## src/rtl/fractal_decoder.sv

```systemverilog
// rtl/fractal_decoder.sv - chaos-game fractal coefficient decoder producing an 8x4 pixel block
module fractal_decoder (
    input  logic         clk,
    input  logic         rst,
    input  logic [127:0] coeff_in,
    input  logic         coeff_valid,
    output logic         coeff_ready,
    input  logic [31:0]  config_reg,
    input  logic [63:0]  quantum_state,
    output logic [255:0] pixel_block_out,
    output logic         pixel_valid,
    input  logic         pixel_ready,
    output logic         busy
);

    localparam logic signed [32:0] A33 = 33'sh0_0000_6CCC;
    localparam logic signed [32:0] B33 = 33'sh0_0000_051F;
    localparam logic signed [32:0] C33 = -33'sd1311;
    localparam logic signed [32:0] D33 = 33'sh0_0000_6CCC;
    localparam logic [15:0]        E   = 16'h0000;
    localparam logic [15:0]        F   = 16'h1999;
    localparam logic [7:0]         INC = 8'h40;

    typedef enum logic [1:0] {S_IDLE, S_ITER, S_DONE} state_t;

    state_t               state_q, state_d;
    logic [3:0][15:0]     px_q, px_d;
    logic [3:0][15:0]     py_q, py_d;
    logic [1:0]           pt_q, pt_d;
    logic [7:0]           iter_q, iter_d;
    logic [7:0]           n_q, n_d;
    logic [255:0]         canvas_q, canvas_d;
    logic [255:0]         block_q, block_d;

    logic signed [32:0]   xe, ye, sx, sy;
    logic [15:0]          x_new, y_new;
    logic [4:0]           pix;
    logic [7:0]           old_pix;
    logic [8:0]           sum9;
    logic [7:0]           sat_pix;
    logic [15:0]          xmask, ymask;
    logic                 unused_bits;

    assign unused_bits = ^{config_reg[31:26], config_reg[24:8],
                           quantum_state[63:48], quantum_state[15:0]};

    assign coeff_ready     = (state_q == S_IDLE) && !rst;
    assign pixel_valid     = (state_q == S_DONE);
    assign busy            = (state_q != S_IDLE);
    assign pixel_block_out = block_q;

    // Affine contraction of the current point and saturating canvas increment at its landing pixel
    always_comb begin
        xe      = {{17{px_q[pt_q][15]}}, px_q[pt_q]};
        ye      = {{17{py_q[pt_q][15]}}, py_q[pt_q]};
        sx      = xe * A33 + ye * B33;
        sy      = xe * C33 + ye * D33;
        x_new   = 16'(sx >>> 15) + E;
        y_new   = 16'(sy >>> 15) + F;
        pix     = {y_new[14:13], x_new[14:12]};
        old_pix = canvas_q[{pix, 3'b000} +: 8];
        sum9    = {1'b0, old_pix} + {1'b0, INC};
        sat_pix = sum9[8] ? 8'hFF : sum9[7:0];
    end

    // Next-state: accept and unmask in IDLE, walk points in ITER, hold result in DONE
    always_comb begin
        state_d  = state_q;
        px_d     = px_q;
        py_d     = py_q;
        pt_d     = pt_q;
        iter_d   = iter_q;
        n_d      = n_q;
        canvas_d = canvas_q;
        block_d  = block_q;
        xmask    = config_reg[25] ? quantum_state[31:16] : 16'h0000;
        ymask    = config_reg[25] ? quantum_state[47:32] : 16'h0000;
        case (state_q)
            S_IDLE: begin
                if (coeff_valid && coeff_ready) begin
                    for (int p = 0; p < 4; p++) begin
                        px_d[p] = coeff_in[127 - 32*p -: 16] ^ xmask;
                        py_d[p] = coeff_in[111 - 32*p -: 16] ^ ymask;
                    end
                    n_d      = (config_reg[7:0] == 8'd0) ? 8'd1 : config_reg[7:0];
                    pt_d     = 2'd0;
                    iter_d   = 8'd0;
                    canvas_d = '0;
                    state_d  = S_ITER;
                end
            end
            S_ITER: begin
                px_d[pt_q] = x_new;
                py_d[pt_q] = y_new;
                canvas_d[{pix, 3'b000} +: 8] = sat_pix;
                pt_d = pt_q + 2'd1;
                if (pt_q == 2'd3) begin
                    if (iter_q == n_q - 8'd1) begin
                        block_d = canvas_d;
                        state_d = S_DONE;
                    end else begin
                        iter_d = iter_q + 8'd1;
                    end
                end
            end
            S_DONE: begin
                if (pixel_ready) begin
                    state_d = S_IDLE;
                end
            end
            default: state_d = S_IDLE;
        endcase
    end

    // State and datapath registers; reset discards any block in flight
    always_ff @(posedge clk) begin
        if (rst) begin
            state_q  <= S_IDLE;
            px_q     <= '0;
            py_q     <= '0;
            pt_q     <= 2'd0;
            iter_q   <= 8'd0;
            n_q      <= 8'd0;
            canvas_q <= '0;
            block_q  <= '0;
        end else begin
            state_q  <= state_d;
            px_q     <= px_d;
            py_q     <= py_d;
            pt_q     <= pt_d;
            iter_q   <= iter_d;
            n_q      <= n_d;
            canvas_q <= canvas_d;
            block_q  <= block_d;
        end
    end

endmodule

```

## config.mk

```make
export PLATFORM = sky130hd
export DESIGN_NAME = fractal_decoder
export DESIGN_NICKNAME = d
export VERILOG_FILES = /design/src/rtl/fractal_decoder.sv
export SDC_FILE = /design/constraint.sdc
export NUM_CORES = 2
export LEC_CHECK = 0
export BUFFER_PORTS_ARGS = -buffer_cell sky130_fd_sc_hd__buf_4
export CORE_MARGIN = 5
export CORE_UTILIZATION = 45
export DETAILED_ROUTE_END_ITERATION = 10
export PLACE_DENSITY_LB_ADDON = 0.25
export SKIP_CTS_REPAIR_TIMING = 1
export SLEW_MARGIN = 10
export SYNTH_ARGS = -nofsm -noshare
export SYNTH_HDL_FRONTEND = slang
export SYNTH_SLANG_ARGS = --single-unit
```

## constraint.sdc

```tcl
create_clock -name clk -period 12.5 [get_ports clk]
set_input_delay 0 -clock clk [delete_from_list [all_inputs] [get_ports clk]]
set_output_delay 0 -clock clk [all_outputs]
set_load 0.03 [all_outputs]
```

==> out/summary.json <==
{
  "critical-path-slowest-cell": "mux4_2",
  "critical-path-max-stage-delay_ps": 660,
  "synthCells": 5869,
  "grt_max_degree": 204,
  "area_growth_from_synthesis_to_layout_pct": 25.2,
  "cp-start-kind": "flip-flop",
  "first_global_vias": 48400,
  "clk_pin_slew_worst_paths_ps": 60,
  "hold_path.startpoint": "quantum_state[31]",
  "rr_endpoint": "canvas_q[197]$_SDFFE_PP0P_",
  "worstHoldEndpoint": "px_q[47]$_SDFFE_PP0P_",
  "post_route_cells_drive_above_1_share": 0.197,
  "clkLatencyLatePin_ps": 660,
  "die_y_um": 347,
  "detailed_route_via_count": 50100,
  "post-route-util": 0.569,
  "clock_sink_count": 660,
  "critPathCaptureType": "flip-flop",
  "path_max_fanout": 27,
  "yosysTopAreaCellShare": 0.258,
  "yosysUniqueCellTypes": 98,
  "critical_path_class": "reg -> reg",
  "synth_area_um2": 51200,
  "fin_worst_skew_ps": 29.4,
  "synth_seq_area_share": 0.258,
  "routed_wire_length_per_instance_um": 25.3,
  "critical_path_arrival_ps": 12690,
  "dp_hpwl_um": 159000,
  "min_delay_path_depth": 5,
  "regToRegStartpoint": "pt_q[0]$_SDFFE_PP0P_",
  "hold_class": "in -> reg",
  "synth_edf_count": 0,
  "gr-total-overflow": 0,
  "drv_cap": 0,
  "violations": "negative hold slack",
  "floorplan.initialDensity": 0.454,
  "die-area_um2": 121000,
  "drt_pre_antenna_iters": 6,
  "post_synth_main_area_contributors": "dfxtp_1 (26%), fa_1 (14%), ha_1 (10%), inv_1 (4.6%), a21oi_1 (3.9%)",
  "final.min_clock_period_ps": 12120,
  "detail-route-antenna-nets": 0,
  "layout.nets": 7648,
  "synth.ff_latch_count": 660,
  "die_w_um": 347,
  "finalHoldWorstSlack_ps": -49.7,
  "gp_congestion": 0.992,
  "post-synth-top-area-cell": "dfxtp_1",
  "cp_data_required_time_ps": 13060,
  "timing_max_transition_violations_final": 0,
  "grt_antenna_before_repair": 10,
  "max-clock-path-buffers": 3,
  "grt_pass1_wl_um": 303000,
  "setup_total_negative_slack_ps": 0,
  "core_region_area_um2": 113000,
  "syn-num-nets": 6862,
  "slew-limit-headroom": 0.0884,
  "rsz_0062_raised_after_global_routing": "yes",
  "tritoncts": "yes",
  "run_status": "finished, violations left",
  "routed_wirelength_um": 208000,
  "max_freq_mhz": 82.5,
  "detailedRoute.firstIterationViolations": 4966,
  "detail_route.drc_violations": 0,
  "floorplan.rows": 123,
  "ys_dominant_reg_cell": "dfxtp_1",
  "timing.final.crit_share": 0.970,
  "final-hold-violation-count": 13,
  "io-pin-count": 487,
  "count_of_port_buffers_added_during_placement": 431,
  "cts-buffers-inserted": 74,
  "cts-htree-levels": 3,
  "tightest_slew_ps": 1360,
  "async_reset_ff_frac": 0,
  "worstRegToRegCells": 44,
  "cts_root_buf": "clkbuf_16",
  "yosys_warnings": 0,
  "vias_per_cell": 6.10,
  "worst-r2r-setup-slack_ps": 380,
  "setup_viol_count_final": 0,
  "avgSynthCellArea_um2": 8.72,
  "overall_routing_resource_usage": 0.325
}
synthesized netlist by cell type (all sizes together), types with 38 or more instances:
master	n
clkbuf	301
o21ai	375
buf	91
a22oi	54
nand3	198
mux4	44
and3	47
dfxtp	660
o221ai	44
a21o	58
o32ai	68
nor3	130
a221oi	70
nor2	431
a21oi	405
ha	407
inv	628
fa	358
o2bb2ai	38
nand4	71
xor2	87
o211ai	61
xnor2	168
a211oi	146
nand2	373
cell families (layout without fill, tap and decap cells):
group,after synthesis,in the layout,synth area share
buffers and inverters,1022,1867,0.0785
xor gates and xnor gates,256,256,0.0441
adders and majority gates,766,766,0.240
AOI/OAI and AO/OA,1608,1608,0.212
and+or+nand+nor,1440,1440,0.133
muxes,117,117,0.0345
other,0,8,0
DFF,660,660,0.258
state kept, by name (all words and copies together) (netlist names):
signal,flops
n_q,8
state_q,2
pt_q,2
pixel_block_out,256
py_q,64
canvas_q,256
px_q,64
iter_q,8
worst max-delay path by stage:
stage	from	end	slack (ps)	cells after the start
2_1_floorplan	pt_q[0]$_SDFFE_PP0P_	canvas_q[232]$_SDFFE_PP0P_	-30	44
5_1_grt	pt_q[0]$_SDFFE_PP0P_	pixel_block_out[155]$_SDFFE_PP0P_	-30	45
3_5_place_dp	pt_q[0]$_SDFFE_PP0P_	canvas_q[93]$_SDFFE_PP0P_	-270	43
3_3_place_gp	pt_q[0]$_SDFFE_PP0P_	pixel_block_out[95]$_SDFFE_PP0P_	2	45
4_1_cts	pt_q[0]$_SDFFE_PP0P_	canvas_q[93]$_SDFFE_PP0P_	-280	43
6_report	pt_q[0]$_SDFFE_PP0P_	canvas_q[197]$_SDFFE_PP0P_	380	44
layout make-up:
| type | instances | area (µm²) |
|---|---|---|
| Antenna cell | 8 | 20.0 |
| Timing Repair Buffer | 1102 | 9290 |
| Clock buffer | 108 | 2180 |
| Inverter | 630 | 2380 |
| Sequential cell | 660 | 13200 |
| Fill cell | 10100 | 48600 |
| Tap cell | 1500 | 1880 |
| Multi-Input combinational cell | 4187 | 34800 |
| Clock inverter | 27 | 338 |
routing by layer:
metal | vias up | GRT usage | wire, µm
li1 | 22400 | - | -
met1 | 24600 | 0.403 | 79300
met2 | 2446 | 0.533 | 96600
met3 | 692 | 0.0518 | 15800
met4 | 4 | 0.199 | 16400
met5 | - | 0 | 33
placed cells by master (no fill, tap or decap), types with 37 or more instances in the layout:
master         synthesis  layout
buf_12                 0      43
buf_4                 21     877
a21oi_1              395     383
a211oi_1             144     140
nor3_1               127     122
o211ai_1              61      61
a221oi_1              68      42
ha_1                 407     402
dlygate4sd3_1          0     172
dfxtp_1              660     658
nand2_1              366     360
mux4_2                44      44
o221ai_1              38      37
xor2_1                87      85
and3_1                47      44
nand4_1               71      71
o32ai_1               68      66
a21o_1                58      57
a22oi_1               54      54
inv_1                627     627
nand3_1              197     193
o2bb2ai_1             38      38
clkbuf_16              0      77
nor2_1               430     418
fa_1                 358     358
xnor2_1              168     166
o21ai_0              357     346
through the flow:
step / instances / area, µm² / setup slack, ps / hold WS (ps)
floorplan: 5869 / 51200 / -29.1 / 108
global placement: 7875 / 58900 / 2.14 / 211
detailed placement: 7875 / 58900 / -267 / 213
CTS: 8010 / 61400 / -280 / -447
global route: 8217 / 64100 / -28.4 / 6.05
finish: 8222 / 64100 / 376 / -49.7
worst max-delay path: cells and delay by family, from the launching register on:
kind                       cells  cell delay [ps]
AOI/OAI and AO/OA              9             1740
xor gates and xnor gates       1              190
adders and majority gates     12             5210
buffers and inverters         15             2600
DFF                            1              410
muxes                          1              660
and+or+nand+nor                6             1130
Power is not shown: default switching activity piles up to over one toggle a cycle in this logic, so the estimate is an artifact.
